<file path="config.mk">
export PLATFORM = sky130hd
export DESIGN_NAME = pkt_tx_framer
export DESIGN_NICKNAME = d
export VERILOG_FILES = /design/src/rtl/nf10_pkt_pkg.sv /design/src/rtl/axis_reg_slice.sv /design/src/rtl/pkt_tx_framer.sv
export SDC_FILE = /design/constraint.sdc
export NUM_CORES = 2
export LEC_CHECK = 0
export BUFFER_PORTS_ARGS = -buffer_cell sky130_fd_sc_hd__buf_2
export CAP_MARGIN = 5
export CORE_AREA = 2 2 552 554
export CTS_CLUSTER_SIZE = 25
export DETAILED_ROUTE_END_ITERATION = 8
export DIE_AREA = 0 0 554 556
export PLACE_DENSITY = 0.39
export SLEW_MARGIN = 20
export SYNTH_ARGS = -nofsm -noshare
export SYNTH_HDL_FRONTEND = slang
export SYNTH_HIERARCHICAL = 1
export SYNTH_SLANG_ARGS = --single-unit
</file>
<file path="constraint.sdc">
create_clock -name clk -period 3.89 [get_ports clk]
set_clock_uncertainty 0.1 [all_clocks]
set_input_delay 0.389 -clock clk [delete_from_list [all_inputs] [get_ports clk]]
set_output_delay 0.389 -clock clk [all_outputs]
set_load 0.02 [all_outputs]
</file>
<file path="src/rtl/nf10_pkt_pkg.sv">
// nf10_pkt_pkg: shared widths, TUSER field offsets and framer state codes
package nf10_pkt_pkg;
  localparam int DATA_W = 256;
  localparam int STRB_W = DATA_W / 8;
  localparam int TUSER_W = 128;
  localparam int LEN_OFF = 0;
  localparam int SRC_PORT_OFF = 16;
  localparam int DST_PORT_OFF = 24;
  localparam logic [2:0] ST_IDLE = 3'd0;
  localparam logic [2:0] ST_WORD1 = 3'd1;
  localparam logic [2:0] ST_WORD2 = 3'd2;
  localparam logic [2:0] ST_DATA = 3'd3;
  localparam logic [2:0] ST_DONE = 3'd4;
endpackage

</file>
<file path="src/rtl/axis_reg_slice.sv">
// axis_reg_slice: single AXIS output register that holds its beat while stalled
module axis_reg_slice #(
  parameter int DW = 256,
  parameter int UW = 128
) (
  input  logic            clk,
  input  logic            resetn,
  input  logic            in_valid,
  input  logic [DW-1:0]   in_data,
  input  logic [DW/8-1:0] in_strb,
  input  logic [UW-1:0]   in_user,
  input  logic            in_last,
  output logic            load,
  output logic [DW-1:0]   m_tdata,
  output logic [DW/8-1:0] m_tstrb,
  output logic [UW-1:0]   m_tuser,
  output logic            m_tvalid,
  output logic            m_tlast,
  input  logic            m_tready
);
  logic            valid_q, valid_d, last_q, last_d;
  logic [DW-1:0]   data_q, data_d;
  logic [DW/8-1:0] strb_q, strb_d;
  logic [UW-1:0]   user_q, user_d;
  logic            take;
  assign load = !valid_q || m_tready;
  assign take = load && in_valid;
  always_comb begin
    valid_d = load ? in_valid : valid_q;
    data_d  = take ? in_data : data_q;
    strb_d  = take ? in_strb : strb_q;
    user_d  = take ? in_user : user_q;
    last_d  = take ? in_last : last_q;
  end
  always_ff @(posedge clk or negedge resetn) begin
    if (!resetn) begin
      valid_q <= 1'b0;
      data_q  <= '0;
      strb_q  <= '0;
      user_q  <= '0;
      last_q  <= 1'b0;
    end else begin
      valid_q <= valid_d;
      data_q  <= data_d;
      strb_q  <= strb_d;
      user_q  <= user_d;
      last_q  <= last_d;
    end
  end
  assign m_tvalid = valid_q;
  assign m_tdata  = data_q;
  assign m_tstrb  = strb_q;
  assign m_tuser  = user_q;
  assign m_tlast  = last_q;
endmodule

</file>
<file path="src/rtl/pkt_tx_framer.sv">
// pkt_tx_framer: emits word1, word2 and an optional payload as one AXIS frame
module pkt_tx_framer
  import nf10_pkt_pkg::*;
#(
  parameter int C_M_AXIS_DATA_WIDTH = DATA_W,
  parameter int C_M_AXIS_TUSER_WIDTH = TUSER_W,
  parameter logic [7:0] C_SRC_PORT = 8'h02
) (
  input  logic                               clk,
  input  logic                               resetn,
  input  logic                               i_req_valid,
  output logic                               o_req_ready,
  input  logic [C_M_AXIS_DATA_WIDTH-1:0]     i_hdr_word1,
  input  logic [C_M_AXIS_DATA_WIDTH-1:0]     i_hdr_word2,
  input  logic [C_M_AXIS_DATA_WIDTH/8-1:0]   i_word2_strb,
  input  logic                               i_has_payload,
  input  logic [C_M_AXIS_TUSER_WIDTH-1:0]    i_tuser,
  input  logic [C_M_AXIS_DATA_WIDTH-1:0]     s_pay_tdata,
  input  logic [C_M_AXIS_DATA_WIDTH/8-1:0]   s_pay_tstrb,
  input  logic                               s_pay_tvalid,
  input  logic                               s_pay_tlast,
  output logic                               s_pay_tready,
  output logic [C_M_AXIS_DATA_WIDTH-1:0]     m_axis_tdata,
  output logic [C_M_AXIS_DATA_WIDTH/8-1:0]   m_axis_tstrb,
  output logic [C_M_AXIS_TUSER_WIDTH-1:0]    m_axis_tuser,
  output logic                               m_axis_tvalid,
  output logic                               m_axis_tlast,
  input  logic                               m_axis_tready,
  output logic [31:0]                        o_pkt_count
);
  localparam int DW = C_M_AXIS_DATA_WIDTH;
  localparam int SW = DW / 8;
  localparam int UW = C_M_AXIS_TUSER_WIDTH;
  logic [2:0]    state_q, state_d;
  logic [DW-1:0] word1_q, word1_d, word2_q, word2_d;
  logic [SW-1:0] strb_q, strb_d;
  logic          has_pay_q, has_pay_d;
  logic [UW-1:0] tuser_q, tuser_d, tuser_w1;
  logic [31:0]   cnt_q, cnt_d;
  logic          load, req_fire, pay_fire, out_fire;
  logic          in_valid, in_last;
  logic [DW-1:0] in_data;
  logic [SW-1:0] in_strb;
  logic [UW-1:0] in_user;
  // resetn gating keeps ready low while reset is held, even though the slice is empty
  assign o_req_ready  = resetn && state_q == ST_IDLE && load;
  assign s_pay_tready = state_q == ST_DATA && load;
  assign req_fire     = i_req_valid && o_req_ready;
  assign pay_fire     = s_pay_tvalid && s_pay_tready;
  assign out_fire     = m_axis_tvalid && m_axis_tready && m_axis_tlast;
  assign o_pkt_count  = cnt_q;
  always_comb begin
    state_d   = state_q;
    word1_d   = word1_q;
    word2_d   = word2_q;
    strb_d    = strb_q;
    has_pay_d = has_pay_q;
    tuser_d   = tuser_q;
    cnt_d     = cnt_q;
    in_valid  = 1'b0;
    in_data   = word1_q;
    in_strb   = '1;
    in_user   = '0;
    in_last   = 1'b0;
    tuser_w1  = tuser_q;
    tuser_w1[SRC_PORT_OFF +: 8] = C_SRC_PORT;
    case (state_q)
      ST_IDLE: if (req_fire) begin
        word1_d   = i_hdr_word1;
        word2_d   = i_hdr_word2;
        strb_d    = i_word2_strb;
        has_pay_d = i_has_payload;
        tuser_d   = i_tuser;
        state_d   = ST_WORD1;
      end
      ST_WORD1: begin
        in_valid = 1'b1;
        in_user  = tuser_w1;
        state_d  = load ? ST_WORD2 : ST_WORD1;
      end
      ST_WORD2: begin
        in_valid = 1'b1;
        in_data  = word2_q;
        in_strb  = has_pay_q ? '1 : strb_q;
        in_last  = !has_pay_q;
        state_d  = !load ? ST_WORD2 : has_pay_q ? ST_DATA : ST_DONE;
      end
      ST_DATA: begin
        in_valid = s_pay_tvalid;
        in_data  = s_pay_tdata;
        in_strb  = s_pay_tstrb;
        in_last  = s_pay_tlast;
        state_d  = (pay_fire && s_pay_tlast) ? ST_DONE : ST_DATA;
      end
      ST_DONE: if (out_fire) begin
        cnt_d   = cnt_q + 32'd1;
        state_d = ST_IDLE;
      end
      default: state_d = ST_IDLE;
    endcase
  end
  always_ff @(posedge clk or negedge resetn) begin
    if (!resetn) begin
      state_q   <= ST_IDLE;
      word1_q   <= '0;
      word2_q   <= '0;
      strb_q    <= '0;
      has_pay_q <= 1'b0;
      tuser_q   <= '0;
      cnt_q     <= '0;
    end else begin
      state_q   <= state_d;
      word1_q   <= word1_d;
      word2_q   <= word2_d;
      strb_q    <= strb_d;
      has_pay_q <= has_pay_d;
      tuser_q   <= tuser_d;
      cnt_q     <= cnt_d;
    end
  end
  axis_reg_slice #(.DW(DW), .UW(UW)) u_slice (
    .clk      (clk),
    .resetn   (resetn),
    .in_valid (in_valid),
    .in_data  (in_data),
    .in_strb  (in_strb),
    .in_user  (in_user),
    .in_last  (in_last),
    .load     (load),
    .m_tdata  (m_axis_tdata),
    .m_tstrb  (m_axis_tstrb),
    .m_tuser  (m_axis_tuser),
    .m_tvalid (m_axis_tvalid),
    .m_tlast  (m_axis_tlast),
    .m_tready (m_axis_tready)
  );
endmodule

</file>
======== After elaboration in Yosys (flattened, before gate mapping) ========
Cells that the tools add are included.
word-level totals
  flip-flop bits (word level) ............. 1,126
  logic and storage cells ................. 49
  input port bits ......................... 967
  output and inout bits ................... 452
operators by class
  add/sub/neg operators ................... 1
  eq/ne operators ......................... 6
  mux-type cells .......................... 13
  reductions and logical operators ........ 17
operators by type and width
  kind                   count
  $pmux 256 s2           1
  $mux 128               1
  $pmux 32 s2            1
  $add 32x1->32 const B  1
  $mux 32                1
  $mux 3                 5
  $pmux 3 s5             1
  $logic_and 1x1->1      9
  $eq 3x2->1 const B     2
  $reduce_and 2->1       3
  $ne 2x2->1 const B     2
  $pmux 1 s2             2
  $eq 3x1->1 const B     1
  $eq 3x3->1 const B     1
  $logic_not 3->1        1
  $logic_not 1->1        2
  $mux 2                 1
  $reduce_or 2->1        1
  $logic_or 1x1->1       1

======== Depth between registers and ports, before layout ========
  word-level depth ........................ 7
  mapped depth ............................ 10
  mapped depth without buffers ............ 5

======== Hierarchy ========
The synthesis kept the hierarchy.
modules (own cells, without submodules)
  module          area each (um2)  cells an instance  instances  seq. area each (um2)
  pkt_tx_framer   32,695.1         2,595              1          17,516.8
  axis_reg_slice  16,047.9         884                1          10,460.0

======== Least setup slack after synthesis ========
No wires, ideal clock.
  kind .................................... reg-to-reg
  start ................................... register state_q[2]
  end ..................................... register u_slice.strb_q[10], in the netlist u_slice/m_tstrb[10]
  slack ................................... 1.895 ns
  library setup time ...................... 0.125 ns
  period minus slack after synthesis ...... 1.995 ns
  data required time ...................... 3.665 ns
  data arrival time ....................... 1.770 ns
  buffers on the path ..................... 4
  cell stages (with the launch flop) ...... 10
  path through ............................ dfrtp_1 -> buf_4 -> nand2b_1 -> buf_2 -> buf_2 -> nor2_1 -> nand2_1 -> buf_2 -> o22a_1 -> mux2_4
between the ends
  elaborated cells between the ends (all ways) .. 7
  those cells by class .................... 3 x eq/ne; 2 x mux; 2 x reduce/logical
RTL lines
  what                    RTL line              source
  start, declared         pkt_tx_framer.sv:34   logic [2:0] state_q, state_d;
  start signal, assigned  pkt_tx_framer.sv:112  state_q <= state_d;
  $eq 3x2->1              pkt_tx_framer.sv:67   case (state_q)
  $pmux 32 s2 *           pkt_tx_framer.sv:67
  named net in_strb[10]   pkt_tx_framer.sv:43   logic [SW-1:0] in_strb;
  end signal, assigned    axis_reg_slice.sv:45  strb_q <= strb_d;
  end, declared           axis_reg_slice.sv:23  logic [DW/8-1:0] strb_q, strb_d;
The timed path passes the listed nets; every way through them passes the cells marked *.
A chain may end at the register's enable or synchronous reset.

======== Worst setup path in the final report ========
  start ................................... register state_q[1]
  end ..................................... register word1_q[73]
between the ends
  word-level cells in the longest chain between the ends .. 5
RTL lines
  what                                 RTL line                                  source
  $logic_not 3->1 *                    pkt_tx_framer.sv:46, pkt_tx_framer.sv:67
  $logic_and 1x1->1 (2 in series)      pkt_tx_framer.sv:46                       assign o_req_ready = resetn && state_q == ST_IDLE && load;
  $logic_and 1x1->1                    pkt_tx_framer.sv:48                       assign req_fire = i_req_valid && o_req_ready;
  $reduce_and 2->1 (no source line) *  n/a
  end signal, assigned                 pkt_tx_framer.sv:113                      word1_q <= word1_d;
  end, declared                        pkt_tx_framer.sv:35                       logic [DW-1:0] word1_q, word1_d, word2_q, word2_d;
Mark *: on every way between the ends. The rest lies on a longest branch, timed or not.

==> impl_metrics.py <==
metrics = {
    "critical_path": {
        "crit_path_max_incr_delay_ps": 500,
        "crit_fanout": 73,
        "critical_path_required_ps": 4440,
        "worstPathCellList": "nor2_2, and4b_1, nand2_8, buf_12, mux2_1",
        "cp-start-kind": "flip-flop",
        "slowest_stage": "dfrtp_1",
        "cp-end-kind": "flip-flop",
        "cp.arrival_ps": 3410,
        "crit_type": "flip-flop to flip-flop",
    },
    "cts": {
        "clkTransAtPathRegs_ps": 60,
        "h-tree-depth": 4,
        "cts_buffers": 147,
        "clk_latency_ps": 810,
        "cts_setup_buffers": 0,
        "root_buffer": "clkbuf_16",
        "cts.path.max_buffers": 4,
        "cts.sinks": 1118,
        "cts_tree": "built",
    },
    "global_route": {
        "gr-total-overflow": 0,
        "grt_pass1_vias": 40100,
        "grt_max_degree": 149,
        "grt_pass1_wl_um": 306000,
        "grt_usage_pct": 13.7,
        "antenna_found_initial": 92,
    },
    "synth": {
        "yosys-top-cells-count": "dfrtp_1, mux2_1, mux2_2",
        "yosysMostFrequentCell": "dfrtp_1",
        "netlist_top_cells_area": "dfrtp_1, mux2_1, mux2_2",
        "synth.largest_area_cell": "dfrtp_1",
        "yosysTopAreaCellShare_pct": 57.4,
        "synth_area_per_cell_um2": 14.0,
        "netlist_instances": 3479,
        "syn-cell-area_um2": 48700,
        "synth-edff-count": 0,
        "seq_area_frac_synth_pct": 57.4,
        "synth-async-reset-ratio_pct": 100,
        "ys.warnings.count": 6,
        "yosysUniqueCellTypes": 41,
        "ys.flop_type": "dfrtp_1",
        "ys_ff_latch": 1118,
    },
    "drt": {
        "post_drt_wl_per_cell_um": 22.0,
        "first_pass_iters": 5,
        "routed_wl_um": 218000,
        "drc": 0,
        "vias": 37100,
        "ant_nets": 0,
        "vias_per_cell": 3.73,
        "drt_iter0_drc": 1654,
    },
    "sta": {
        "fin_crit_ps": 2860,
        "worstMarginPinSlew_ps": 928,
        "rsz0062_at_grt": "false",
        "setup_violations": 0,
        "period_share_pct": 73.5,
        "hold_viol": 0,
        "fin_setup_tns_ps": 0,
        "relSlewSlack_pct": 37.5,
        "drv_slew": 0,
        "timing.fmax_mhz": 350,
        "hold_slack_ps": 55.7,
    },
    "status": {
        "status": "completed",
    },
    "power": {
        "p_leak_nw": 34.1,
        "p_comb_share_pct": 40.3,
        "p_sw_w": 0.0207,
        "power_density_nw_per_um2": 752,
        "p_int_w": 0.0351,
        "sw_frac_of_total_pct": 37.1,
        "clock_power_share_pct": 23.8,
        "p_seq_share_pct": 35.9,
        "peakVddDrop_mv": 0.474,
    },
    "die": {
        "die_width_um": 554,
        "coreArea_um2": 302000,
        "rows": 202,
        "die_area_um2": 308000,
        "die_h_um": 556,
        "initial_core_util_pct": 16.1,
        "io_pins": 1419,
    },
    "hold_path": {
        "hold_path.class": "primary input to flip-flop",
    },
    "finish": {
        "nets": 6771,
        "drive_above_1_share_pct": 37.0,
        "syn2layout_area_growth_pct": 52.2,
    },
    "run": {
        "cap_violations": 0,
    },
    "placed_design": {
        "port_buffers": 1410,
        "dp_hpwl_um": 168000,
        "place_congestion": 0.881,
    },
}
logic make-up after synthesis:
| logic type | Yosys count | synth area share (%) |
|---|---|---|
| multiplexers | 1339 | 31.3 |
| flip-flops | 1118 | 57.4 |
| AND/OR/NAND/NOR | 460 | 4.55 |
| AO/OA/AOI/OAI | 293 | 3.28 |
| buffers and inverters | 236 | 2.91 |
| XOR/XNOR | 31 | 0.557 |
| adder cells (fa/ha/maj) | 1 | 0.0257 |
| other | 1 | 0.00769 |
flip-flops by register name, summed over array words and instances, names as in the netlist:
register	count
u_slice/m_tuser	128
u_slice/m_tlast	1
tuser_q	120
u_slice/m_tstrb	32
u_slice/m_tdata	256
word2_q	256
u_slice/m_tvalid	1
word1_q	256
o_pkt_count	32
strb_q	32
has_pay_q	1
state_q	3
power groups by stage:
stage / clock network, W / registers (W) / logic (W)
after floorplan: 0 / 0.0214 / 0.0125
after global placement: 0 / 0.0200 / 0.0219
after detailed placement: 0 / 0.0202 / 0.0222
after CTS: 0.0138 / 0.0201 / 0.0231
after global routing: 0.0143 / 0.0207 / 0.0245
final: 0.0133 / 0.0200 / 0.0225
layout by cell type (no fill, tap or decap), types with 2 or more instances in the layout:
| cell | count |
|---|---|
| and2_1 | 120 |
| and3_1 | 9 |
| and4_1 | 6 |
| buf_12 | 28 |
| buf_2 | 1409 |
| buf_4 | 81 |
| clkbuf_1 | 41 |
| clkbuf_16 | 149 |
| clkbuf_8 | 29 |
| clkinv_16 | 2 |
| clkinv_2 | 8 |
| clkinv_8 | 4 |
| clkinvlp_4 | 9 |
| conb_1 | 7 |
| dfrtp_1 | 1117 |
| diode_2 | 57 |
| dlygate4sd3_1 | 882 |
| inv_1 | 4 |
| inv_16 | 2 |
| inv_6 | 2 |
| mux2_1 | 637 |
| mux2_2 | 316 |
| mux2_4 | 130 |
| mux2i_1 | 255 |
| nand2_1 | 268 |
| nand2b_4 | 2 |
| nand3_1 | 16 |
| nand4_1 | 12 |
| nand4b_1 | 4 |
| nor2_1 | 8 |
| nor3_1 | 4 |
| o21ai_0 | 256 |
| o22a_1 | 32 |
| xnor2_1 | 30 |
layout make-up:
class                      count  area [um2]
fill                       32200      228000
sequential                  1118       28000
multi-input combinational   2131       19400
timing repair buffer        2401       17100
tap                         3978        4980
clock buffer                 219        4280
clock inverter                29         329
antenna                       57         143
inverter                       4        15.0
worst max-delay path: cells and delay by family (launching register included):
family	cells	cell delay, ps
and+or+nand+nor	3	1060
DFF	1	500
buffers and inverters	1	430
muxes	1	400
path summary, 6_finish.rpt:
path	start	to	slack, ps	cells past startpoint
max	state_q[1]$_DFFE_PN0P_	word1_q[73]$_DFFE_PN0P_	1030	5
max reg2reg	state_q[1]$_DFFE_PN0P_	word1_q[73]$_DFFE_PN0P_	1030	5
min in group asynchronous	resetn	u_slice/m_tstrb[16]$_DFFE_PN0P_	160	3
min reg2reg	tuser_q[92]$_DFFE_PN0P_	tuser_q[92]$_DFFE_PN0P_	380	1
min	s_pay_tdata[40]	u_slice/m_tdata[40]$_DFFE_PN0P_	60	4
max in group asynchronous	resetn	u_slice/m_tdata[137]$_DFFE_PN0P_	1850	4
per-stage QoR:
stage               util [%]  total power (W)  instance area, um2  cells  setup slack, ps
finish                  24.6           0.0558               74200   9937             1030
detailed placement      20.1           0.0424               60600   8749              904
global placement        20.1           0.0420               60600   8749              910
floorplan                  -           0.0339               48800   3485             1900
global route            24.6           0.0595               74200   9923              852
CTS                     24.5           0.0570               74100   9880              905
what timing repair did:
action	CTS	global route
hold buffers	883	0
endpoints found under the hold margin	1323	0
gates resized for setup	0	0
layer usage:
metal | global-route usage, % | vias to the layer above | part of all wire [%]
met1 | 16.6 | 18400 | 42
met3 | 5.33 | 315 | 8.8
met2 | 22.8 | 1259 | 47
li1 | - | 17000 | -
met4 | 3.20 | 60 | 2.3
met5 | 0 | - | 0.17
No activity file was read; power rests on OpenSTA's default activity.
